File: config.mk
export PLATFORM = sky130hd
export DESIGN_NAME = dual_core_scheduler_flat
export DESIGN_NICKNAME = d
export VERILOG_FILES = /design/src/rtl/dual_core_scheduler_if.sv /design/src/rtl/dual_core_scheduler.sv /design/src/flat_wrapper.sv
export SDC_FILE = /design/constraint.sdc
export NUM_CORES = 1
export LEC_CHECK = 0
export CAP_MARGIN = 20
export CORE_ASPECT_RATIO = 0.75
export CORE_UTILIZATION = 45
export DETAILED_ROUTE_END_ITERATION = 16
export PLACE_DENSITY_LB_ADDON = 0.12
export SLEW_MARGIN = 10
export SYNTH_ARGS = -nofsm -noshare
export SYNTH_HDL_FRONTEND = slang
export SYNTH_SLANG_ARGS = --single-unit
export TNS_END_PERCENT = 5
File: constraint.sdc
create_clock -name clk -period 6.5 [get_ports clk]
set_input_delay 0.65 -clock clk [delete_from_list [all_inputs] [get_ports clk]]
set_output_delay 0.65 -clock clk [all_outputs]
set_load 0.005 [all_outputs]
File: src/rtl/dual_core_scheduler_if.sv
// dual_core_scheduler_if: start/sum/output handshakes between the scheduler, its two cores and the shared output port
interface dual_core_scheduler_if #(parameter int SUM_W = 24);
  logic start, core0_done, core1_done, core0_sum_valid, core1_sum_valid;
  logic [SUM_W-1:0] core0_sum, core1_sum;
  logic core0_out_req, core1_out_req, out_ready;
  logic core0_start, core1_start, sum_ack, sum_total_valid;
  logic [SUM_W:0] sum_total;
  logic core0_out_gnt, core1_out_gnt, busy, done;
  modport master (
    output start, core0_done, core1_done, core0_sum_valid, core1_sum_valid, core0_sum, core1_sum,
           core0_out_req, core1_out_req, out_ready,
    input  core0_start, core1_start, sum_ack, sum_total, sum_total_valid, core0_out_gnt, core1_out_gnt,
           busy, done
  );
  modport slave (
    input  start, core0_done, core1_done, core0_sum_valid, core1_sum_valid, core0_sum, core1_sum,
           core0_out_req, core1_out_req, out_ready,
    output core0_start, core1_start, sum_ack, sum_total, sum_total_valid, core0_out_gnt, core1_out_gnt,
           busy, done
  );
endinterface

File: src/rtl/dual_core_scheduler.sv
// dual_core_scheduler: launches two cores, merges their partial sums and time-shares one output port
// between them, alternating which core is served first on each run.
module dual_core_scheduler #(
  parameter int ROWS  = 8,
  parameter int SUM_W = 24
) (
  input logic clk,
  input logic reset,
  dual_core_scheduler_if.slave bus
);
  typedef enum logic [2:0] {IDLE, LAUNCH, WAIT_SUM, SUM_BCAST, OUT_FIRST, OUT_SECOND, WAIT_IDLE} state_t;
  state_t state_q;
  logic pri_q, start_q, ack_q, tvalid_q, done_q;
  logic [3:0] cnt_q;
  logic [SUM_W:0] sum_q;
  logic out_phase, serve1, beat, last;
  assign out_phase = state_q == OUT_FIRST || state_q == OUT_SECOND;
  assign serve1 = (state_q == OUT_SECOND) ^ pri_q;
  assign beat = out_phase && bus.out_ready && (serve1 ? bus.core1_out_req : bus.core0_out_req);
  assign last = cnt_q == 4'(ROWS - 1);
  assign bus.core0_out_gnt = out_phase && !serve1;
  assign bus.core1_out_gnt = out_phase && serve1;
  assign bus.core0_start = start_q;
  assign bus.core1_start = start_q;
  assign bus.sum_ack = ack_q;
  assign bus.sum_total = sum_q;
  assign bus.sum_total_valid = tvalid_q;
  assign bus.busy = state_q != IDLE;
  assign bus.done = done_q;
  // Pulse registers are set on the edge that enters the state they announce.
  always_ff @(posedge clk) begin
    if (!reset) begin
      state_q <= IDLE;
      pri_q <= 1'b0;
      cnt_q <= '0;
      sum_q <= '0;
      start_q <= 1'b0;
      ack_q <= 1'b0;
      tvalid_q <= 1'b0;
      done_q <= 1'b0;
    end else begin
      start_q <= 1'b0;
      ack_q <= 1'b0;
      tvalid_q <= 1'b0;
      done_q <= 1'b0;
      case (state_q)
        IDLE: if (bus.start && bus.core0_done && bus.core1_done) begin
          state_q <= LAUNCH;
          start_q <= 1'b1;
        end
        LAUNCH: state_q <= WAIT_SUM;
        WAIT_SUM: if (bus.core0_sum_valid && bus.core1_sum_valid) begin
          sum_q <= {1'b0, bus.core0_sum} + {1'b0, bus.core1_sum};
          ack_q <= 1'b1;
          tvalid_q <= 1'b1;
          state_q <= SUM_BCAST;
        end
        SUM_BCAST: begin
          cnt_q <= '0;
          state_q <= OUT_FIRST;
        end
        OUT_FIRST, OUT_SECOND: if (beat) begin
          cnt_q <= last ? 4'd0 : cnt_q + 4'd1;
          if (last) state_q <= state_q == OUT_FIRST ? OUT_SECOND : WAIT_IDLE;
          if (last && state_q == OUT_SECOND) pri_q <= !pri_q;
        end
        WAIT_IDLE: if (bus.core0_done && bus.core1_done) begin
          done_q <= 1'b1;
          state_q <= IDLE;
        end
        default: state_q <= IDLE;
      endcase
    end
  end
endmodule
File: src/flat_wrapper.sv
// flat-port wrapper written by rule: the top's interface ports become plain ports
module dual_core_scheduler_flat 
#(
  parameter int ROWS  = 8,
  parameter int SUM_W = 24
)
  (clk, reset, bus_start, bus_core0_done, bus_core1_done, bus_core0_sum_valid, bus_core1_sum_valid, bus_core0_sum, bus_core1_sum, bus_core0_out_req, bus_core1_out_req, bus_out_ready, bus_core0_start, bus_core1_start, bus_sum_ack, bus_sum_total, bus_sum_total_valid, bus_core0_out_gnt, bus_core1_out_gnt, bus_busy, bus_done);
  dual_core_scheduler_if #(.SUM_W(SUM_W)) bus_i ();
  input logic clk;
  input logic reset;
  input wire logic [$bits(bus_i.start)-1:0] bus_start;
  input wire logic [$bits(bus_i.core0_done)-1:0] bus_core0_done;
  input wire logic [$bits(bus_i.core1_done)-1:0] bus_core1_done;
  input wire logic [$bits(bus_i.core0_sum_valid)-1:0] bus_core0_sum_valid;
  input wire logic [$bits(bus_i.core1_sum_valid)-1:0] bus_core1_sum_valid;
  input wire logic [$bits(bus_i.core0_sum)-1:0] bus_core0_sum;
  input wire logic [$bits(bus_i.core1_sum)-1:0] bus_core1_sum;
  input wire logic [$bits(bus_i.core0_out_req)-1:0] bus_core0_out_req;
  input wire logic [$bits(bus_i.core1_out_req)-1:0] bus_core1_out_req;
  input wire logic [$bits(bus_i.out_ready)-1:0] bus_out_ready;
  output wire logic [$bits(bus_i.core0_start)-1:0] bus_core0_start;
  output wire logic [$bits(bus_i.core1_start)-1:0] bus_core1_start;
  output wire logic [$bits(bus_i.sum_ack)-1:0] bus_sum_ack;
  output wire logic [$bits(bus_i.sum_total)-1:0] bus_sum_total;
  output wire logic [$bits(bus_i.sum_total_valid)-1:0] bus_sum_total_valid;
  output wire logic [$bits(bus_i.core0_out_gnt)-1:0] bus_core0_out_gnt;
  output wire logic [$bits(bus_i.core1_out_gnt)-1:0] bus_core1_out_gnt;
  output wire logic [$bits(bus_i.busy)-1:0] bus_busy;
  output wire logic [$bits(bus_i.done)-1:0] bus_done;
  assign bus_i.start = bus_start;
  assign bus_i.core0_done = bus_core0_done;
  assign bus_i.core1_done = bus_core1_done;
  assign bus_i.core0_sum_valid = bus_core0_sum_valid;
  assign bus_i.core1_sum_valid = bus_core1_sum_valid;
  assign bus_i.core0_sum = bus_core0_sum;
  assign bus_i.core1_sum = bus_core1_sum;
  assign bus_i.core0_out_req = bus_core0_out_req;
  assign bus_i.core1_out_req = bus_core1_out_req;
  assign bus_i.out_ready = bus_out_ready;
  assign bus_core0_start = bus_i.core0_start;
  assign bus_core1_start = bus_i.core1_start;
  assign bus_sum_ack = bus_i.sum_ack;
  assign bus_sum_total = bus_i.sum_total;
  assign bus_sum_total_valid = bus_i.sum_total_valid;
  assign bus_core0_out_gnt = bus_i.core0_out_gnt;
  assign bus_core1_out_gnt = bus_i.core1_out_gnt;
  assign bus_busy = bus_i.busy;
  assign bus_done = bus_i.done;
  dual_core_scheduler #(.ROWS(ROWS), .SUM_W(SUM_W)) u_core (.clk(clk), .reset(reset), .bus(bus_i));
endmodule
* Word level (Yosys, flattened, before mapping) *
Cells that the tools add are included.

word-level totals
  flip-flop bits (word level) = 36
  input bits = 58
  output and inout bits = 33
  word-level logic and storage cells = 59

cells by class
  add/sub/neg operators = 2
  eq/ne operators = 12
  muxes and demuxes = 14
  bitwise gates (word level) = 1
  reduce and logical (&&, ||, !) cells = 23

operators by type and width
  operator                                               count
  adder 24 x 24 -> 25 bit                                1
  case mux 3 bit (6 select lines)                        1
  two-way mux 3 bit                                      5
  inequality test 2 x 1 -> 1 bit, second input constant  5
  AND reduction 2 bit                                    5
  equality test 3 bit, second input constant             3
  logical AND 1 bit                                      9
  two-way mux 4 bit                                      2
  case mux 4 bit (2 select lines)                        1
  equality test 3 x 2 -> 1 bit, second input constant    2
  AND reduction 5 bit                                    1
  adder 4 x 1 -> 4 bit, second input constant            1
  equality test 4 x 3 -> 1 bit, second input constant    1
  two-way mux 1 bit                                      4
  equality test 3 x 1 -> 1 bit, second input constant    1
  zero test 3 bit                                        1
  AND reduction 3 bit                                    1
  nonzero test 3 bit                                     1
  zero test 1 bit                                        2
  two-way mux 2 bit                                      1
  nonzero test 2 bit                                     1
  OR reduction 2 bit                                     1
  logical OR 1 bit                                       1
  bitwise XOR 1 bit                                      1

* Logic depth before layout (Yosys ltp) *
Gate-level depths: netlist (run 1).

  word-level depth = 6
  gate-level depth with buffers = 9
  gate-level depth less buffers = 9

* Worst setup path before layout (run 1) *
Ideal clock, no wire load.

  kind = input -> register
  start point = in bus_core1_sum[0]
  end point = reg u_core.sum_q[24], in the netlist u_core.bus.sum_total[24]
  library setup time = 0.120 ns
  arrival = 2.607 ns
  data required time = 6.380 ns
  slack = 3.773 ns
  cell stages on the path = 9
  buffers on the path = 0
  cell sequence = ha_1 -> fa_1 -> a21o_1 -> a221oi_2 -> o21ai_4 -> a31o_4 -> a21oi_2 -> a22oi_1 -> o31a_1

on the way
  longest elaborated chain between the ends = 1

RTL lines
  what                     RTL line                   source
  from (decl)              flat_wrapper.sv:17         input wire logic [$bits(bus_i.core1_sum)-1:0] bus_core1_sum;
  adder 24 x 24 -> 25 bit  dual_core_scheduler.sv:53  sum_q <= {1'b0, bus.core0_sum} + {1'b0, bus.core1_sum};
  to (signal assigned)     dual_core_scheduler.sv:53
  to (decl)                dual_core_scheduler.sv:15  logic [SUM_W:0] sum_q;

Every way passes these cells.
A chain may end at the register's enable or synchronous reset.

* Final worst setup path (run 1) *
Ends and elaborated chain as after synthesis.

==> impl_metrics.json, run 1 <==
{
  "status": "finished, final reports clean",
  "portBuffers": 90,
  "synth_edf_count": 0,
  "grt.overflow.total": 0,
  "track_usage": 0.224,
  "hp-class": "reg -> reg",
  "setup_viol": 0,
  "die_w_um": 92.5,
  "area_growth_pct": 37.1,
  "first_iter_violations": 148,
  "nNetsFinal": 508,
  "p_per_area_nw_per_um2": 197,
  "final_common_cell": "clkdlybuf4s50_1",
  "synth_nets": 432,
  "yosysUniqueCellTypes": 55,
  "ios": 91,
  "max_freq_mhz": 331,
  "cts.hold.buffers_added": 0,
  "final_cell_mix": "clkdlybuf4s50_1 (90), nand2_1 (41), dfxtp_1 (36)",
  "diodes": 0,
  "synthesis.area_um2": 2770,
  "setup_tns_ns": 0,
  "p_leak_nw": 1.51,
  "ys_seq_area_frac": 0.261,
  "hpwl_mm": 5.48,
  "first_global_vias": 2490,
  "synth_seq_cells": 36,
  "numCtsBuffers": 5,
  "post-place-ws_ns": 3.17,
  "ir_drop_uv": 97.4,
  "cts.sinks": 36,
  "cp_max_fo": 4,
  "core_area_um2": 5860,
  "critPathArrivalTime_ns": 3.21,
  "cp-start-kind": "input pin",
  "critPathKind": "in -> reg",
  "required_ns": 6.69,
  "htree_levels": 2,
  "ant_nets": 0,
  "period_share": 0.465,
  "start_util": 0.472,
  "wl_per_cell_um": 14.2,
  "die_area_um2": 6470,
  "grt_pass1_wl_mm": 11.6,
  "die_y_um": 69.9,
  "tightest_slew_ns": 1.05,
  "final_max_slew_viol_count": 0,
  "cts_resized": 0,
  "cts.clk_slew.worst_paths_ns": 0.08,
  "post-route-drc-count": 0,
  "fin_crit_ns": 3.02,
  "relSlewSlack": 0.299,
  "cts_tree": "yes",
  "yosys_warnings": 0,
  "syn_inst": 348,
  "drt-total-wl_mm": 7.13,
  "layout_setup_ws_ns": 3.48,
  "rows": 24,
  "drv_cap": 0,
  "synth-main-ff-cell": "dfxtp_1",
  "viasPerCell": 5.56,
  "vias": 2796,
  "final.setup_skew_ns": 0.00319,
  "cts_root_buffer": "clkbuf_8",
  "finalHoldViolations": 0,
  "drive_gt1_frac": 0.0447,
  "rsz0062_at_grt": "false",
  "gp_congestion": 0.932,
  "crit_path_end_kind": "flop",
  "grt_max_degree": 38,
  "synthArstFlopShare": 0,
  "cts_buffer_depth": 2,
  "antenna_found_initial": 0,
  "drt-pass1-iter-count": 4,
  "synth_area_per_cell_um2": 7.95,
  "post_cts_buffers": 0,
  "clock_latency_ns": 0.30
}
==> metrics by stage <==
stage / power, mW / utilization / instance area, µm² / hold WS (ns) / std cells
after floorplan: 0.435 / - / 2770 / 0.444 / 348
after global placement: 0.535 / 0.628 / 3680 / 0.439 / 495
after detailed placement: 0.541 / 0.628 / 3680 / 0.446 / 495
after CTS: 0.744 / 0.647 / 3790 / 0.457 / 503
after global routing: 0.789 / 0.647 / 3790 / 0.472 / 503
final: 0.745 / 0.647 / 3790 / 0.452 / 503
==> report_power, final <==
| group | switching (mW) | total (mW) | internal (mW) |
|---|---|---|---|
| Sequential | 0.0224 | 0.259 | 0.237 |
| Clock | 0.0928 | 0.206 | 0.114 |
| Combinational | 0.138 | 0.279 | 0.141 |
| Total | 0.253 | 0.745 | 0.492 |
==> synthesized netlist by cell type (7+ instances only) <==
cell type / count / area (µm²)
xnor2_1: 9 / 78.8
a21boi_0: 7 / 52.6
nor2_1: 13 / 48.8
and2_1: 11 / 68.8
nor2b_1: 7 / 43.8
a21oi_1: 24 / 120
and3_1: 13 / 81.3
ha_1: 25 / 313
clkbuf_1: 15 / 56.3
xor2_1: 10 / 87.6
nand3_1: 16 / 80.1
dfxtp_1: 36 / 721
o21ai_0: 26 / 130
nand4_1: 7 / 43.8
nand2_1: 41 / 154
==> final cells by class <==
class	instances	area [µm²]
Fill cell	557	2070
Multi-Input combinational cell	285	1930
Timing Repair Buffer	91	908
Sequential cell	36	721
Tap cell	78	97.6
Clock buffer	5	68.8
Clock inverter	3	42.5
Inverter	5	18.8
==> worst paths after layout <==
kind | start | end | slack [ns] | cells after the start
max | bus_core1_sum[0] | u_core.bus.sum_total[24] | 3.48 | 10
min | u_core.bus.sum_total[19] | u_core.bus.sum_total[19] | 0.45 | 2
max reg2reg | u_core.state_q[2] | u_core.bus.sum_total[17] | 4.07 | 5
min reg2reg | u_core.bus.sum_total[19] | u_core.bus.sum_total[19] | 0.45 | 2
==> critical path, cell delays in order <==
cell and delay (ns):
clkdlybuf4s50_1 0.41, ha_1 0.24, fa_1 0.41, a21o_1 0.23, a221oi_2 0.39, o21ai_4 0.11, a31o_4 0.26, a21oi_2 0.17
a22oi_1 0.09, o31a_1 0.24
==> sequential cells by signal (all words and copies together) (netlist names) <==
signal and flops:
u_core.bus.core0_start 1, u_core.bus.done 1, u_core.bus.sum_ack 1, u_core.bus.sum_total 25, u_core.cnt_q 4, u_core.pri_q 1
u_core.state_q 3
==> per-layer routing <==
| layer | track usage | wire, µm | up-vias |
|---|---|---|---|
| met4 | 0.0521 | 67 | 0 |
| met5 | 0 | 0 | - |
| li1 | - | - | 1422 |
| met2 | 0.325 | 2930 | 100 |
| met3 | 0.0305 | 494 | 8 |
| met1 | 0.346 | 3640 | 1266 |
==> cells by family (layout without fill, tap and decap cells) <==
kind of cell | count (synthesis) | count (layout) | share of synthesized area
and+or+nand+nor | 130 | 130 | 0.244
AOI/OAI and AO/OA | 109 | 109 | 0.271
DFF | 36 | 36 | 0.261
buffers and inverters | 27 | 104 | 0.0403
adders and majority gates | 26 | 26 | 0.120
xor gates and xnor gates | 19 | 19 | 0.0602
muxes | 1 | 1 | 0.00362
Note: power is estimated with default switching activity, not from simulation.
==> inputs of run 2 (changes only) <==
clock period = 2.8 ns   (was 6.5 ns; I/O delays follow)
==> run 2 against run 1 <==
  * Core utilization grew 1.3 points
  * Routed wire length grew 0.17%
  * Sequential power is 130% higher
  * Flip-flop and latch count is the same
  * Register-to-register slack got worse by 3.5 ns
==> impl_metrics.json, run 2 (synthesis results as in run 1) <==
{
  "drive_gt1_frac": 0.0729,
  "die_area_um2": 6470,
  "drt-pass1-iter-count": 4,
  "grt.overflow.total": 0,
  "cp_max_fo": 4,
  "post-route-drc-count": 0,
  "required_ns": 2.97,
  "die_y_um": 69.9,
  "finalHoldViolations": 0,
  "cts_tree": "yes",
  "critPathArrivalTime_ns": 2.76,
  "drt-total-wl_mm": 7.15,
  "ant_nets": 0,
  "viasPerCell": 5.49,
  "status": "finished, final reports clean",
  "cts_resized": 0,
  "cts.sinks": 36,
  "start_util": 0.472,
  "max_freq_mhz": 387,
  "hp-class": "reg -> reg",
  "antenna_found_initial": 0,
  "power_mw": 1.62,
  "area_growth_pct": 39.9,
  "grt_max_degree": 32,
  "largest_register_ffs": 25,
  "rows": 24,
  "htree_levels": 2,
  "die_w_um": 92.5,
  "layout_setup_ws_ns": 0.213,
  "drv_cap": 0,
  "final_common_cell": "clkdlybuf4s50_1",
  "rsz0062_at_grt": "false",
  "final.setup_skew_ns": 0.00462,
  "core_area_um2": 5860,
  "cts_buffer_depth": 2,
  "track_usage": 0.235,
  "cpMaxStageDelayCell": "clkdlybuf4s50_1",
  "crit_buf_inv": 2,
  "portBuffers": 90,
  "crit_family": "compound AO/OA/AOI/OAI gates",
  "cts.hold.buffers_added": 0,
  "cts.clk_slew.worst_paths_ns": 0.07,
  "setup_viol": 0,
  "nNetsFinal": 523,
  "final_cell_mix": "clkdlybuf4s50_1 (90), nand2_1 (41), dfxtp_1 (36)",
  "setup_tns_ns": 0,
  "first_iter_violations": 166,
  "hpwl_mm": 5.60,
  "final_max_slew_viol_count": 0,
  "cts_root_buffer": "clkbuf_8",
  "diodes": 0,
  "fin_util": 0.661,
  "post-place-ws_ns": -0.0756,
  "critPathKind": "in -> reg",
  "p_leak_nw": 1.57,
  "wl_per_cell_um": 13.8,
  "numCtsBuffers": 5,
  "cp-start-kind": "input pin",
  "p_per_area_nw_per_um2": 420,
  "grt_pass1_wl_mm": 12.3,
  "post_cts_buffers": 0,
  "ir_drop_uv": 254,
  "vias": 2838,
  "cp_cell_sequence": "clkdlybuf4s50_1 -> ha_1 -> fa_1 -> a21o_1 -> a221oi_2 -> buf_4 -> o21ai_4 -> a31o_4 -> a21oi_2 -> a22oi_1 -> o31a_1",
  "tightest_slew_ns": 0.666,
  "gp_congestion": 0.923,
  "period_share": 0.924,
  "relSlewSlack": 0.556,
  "fin_crit_ns": 2.59,
  "crit_path_end_kind": "flop",
  "slowest_delay_ns": 0.41,
  "clock_latency_ns": 0.28,
  "ios": 91,
  "first_global_vias": 2674
}
-- run 2: cell types whose count changed in the layout (fill, tap and decap cells not counted) --
cell	change
bufinv_16	-1
buf_4	+15
clkinvlp_4	-1
clkbuf_1	+1
-- run 2: path summary, 6_finish.rpt --
check                                start                  endpoint  slack [ns]  depth (start not counted)
setup / recovery          bus_core1_sum[0]  u_core.bus.sum_total[24]        0.21                         11
hold / removal    u_core.bus.sum_total[23]  u_core.bus.sum_total[23]        0.45                          2
setup reg to reg         u_core.state_q[2]           u_core.cnt_q[3]        0.58                          7
hold reg to reg   u_core.bus.sum_total[23]  u_core.bus.sum_total[23]        0.45                          2
-- run 2: metal layers --
metal  track usage  vias up  share of wire
li1              -     1454              -
met1         0.340     1265           0.47
met2         0.367      112           0.43
met3        0.0316        7          0.080
met4        0.0625        0          0.013
met5             0        -              0
-- run 2: report_power, final --
group,total [mW],switching [mW],internal (mW)
Sequential,0.603,0.0528,0.550
Combinational,0.675,0.322,0.353
Clock,0.345,0.175,0.169
-- run 2: layout make-up --
cell class	instances	area, µm²
Clock buffer	6	72.6
Clock inverter	1	5.00
Fill cell	524	1990
Inverter	5	18.8
Multi-Input combinational cell	285	1930
Sequential cell	36	721
Tap cell	78	97.6
Timing Repair Buffer	106	1020
-- run 2: stage by stage --
step | hold slack [ns] | instances | area [µm²]
floorplan | 0.394 | 348 | 2770
detailed placement | 0.449 | 510 | 3790
global placement | 0.437 | 510 | 3790
CTS | 0.458 | 517 | 3870
global route | 0.474 | 517 | 3870
finish | 0.452 | 517 | 3870
-- run 2: tightest hold or removal path, delay by kind of cell, from the launching register on --
family | cells | cell delay (ns)
flip-flops | 1 | 0.31
AND/OR/NAND/NOR | 1 | 0.05
AO/OA/AOI/OAI | 1 | 0.05
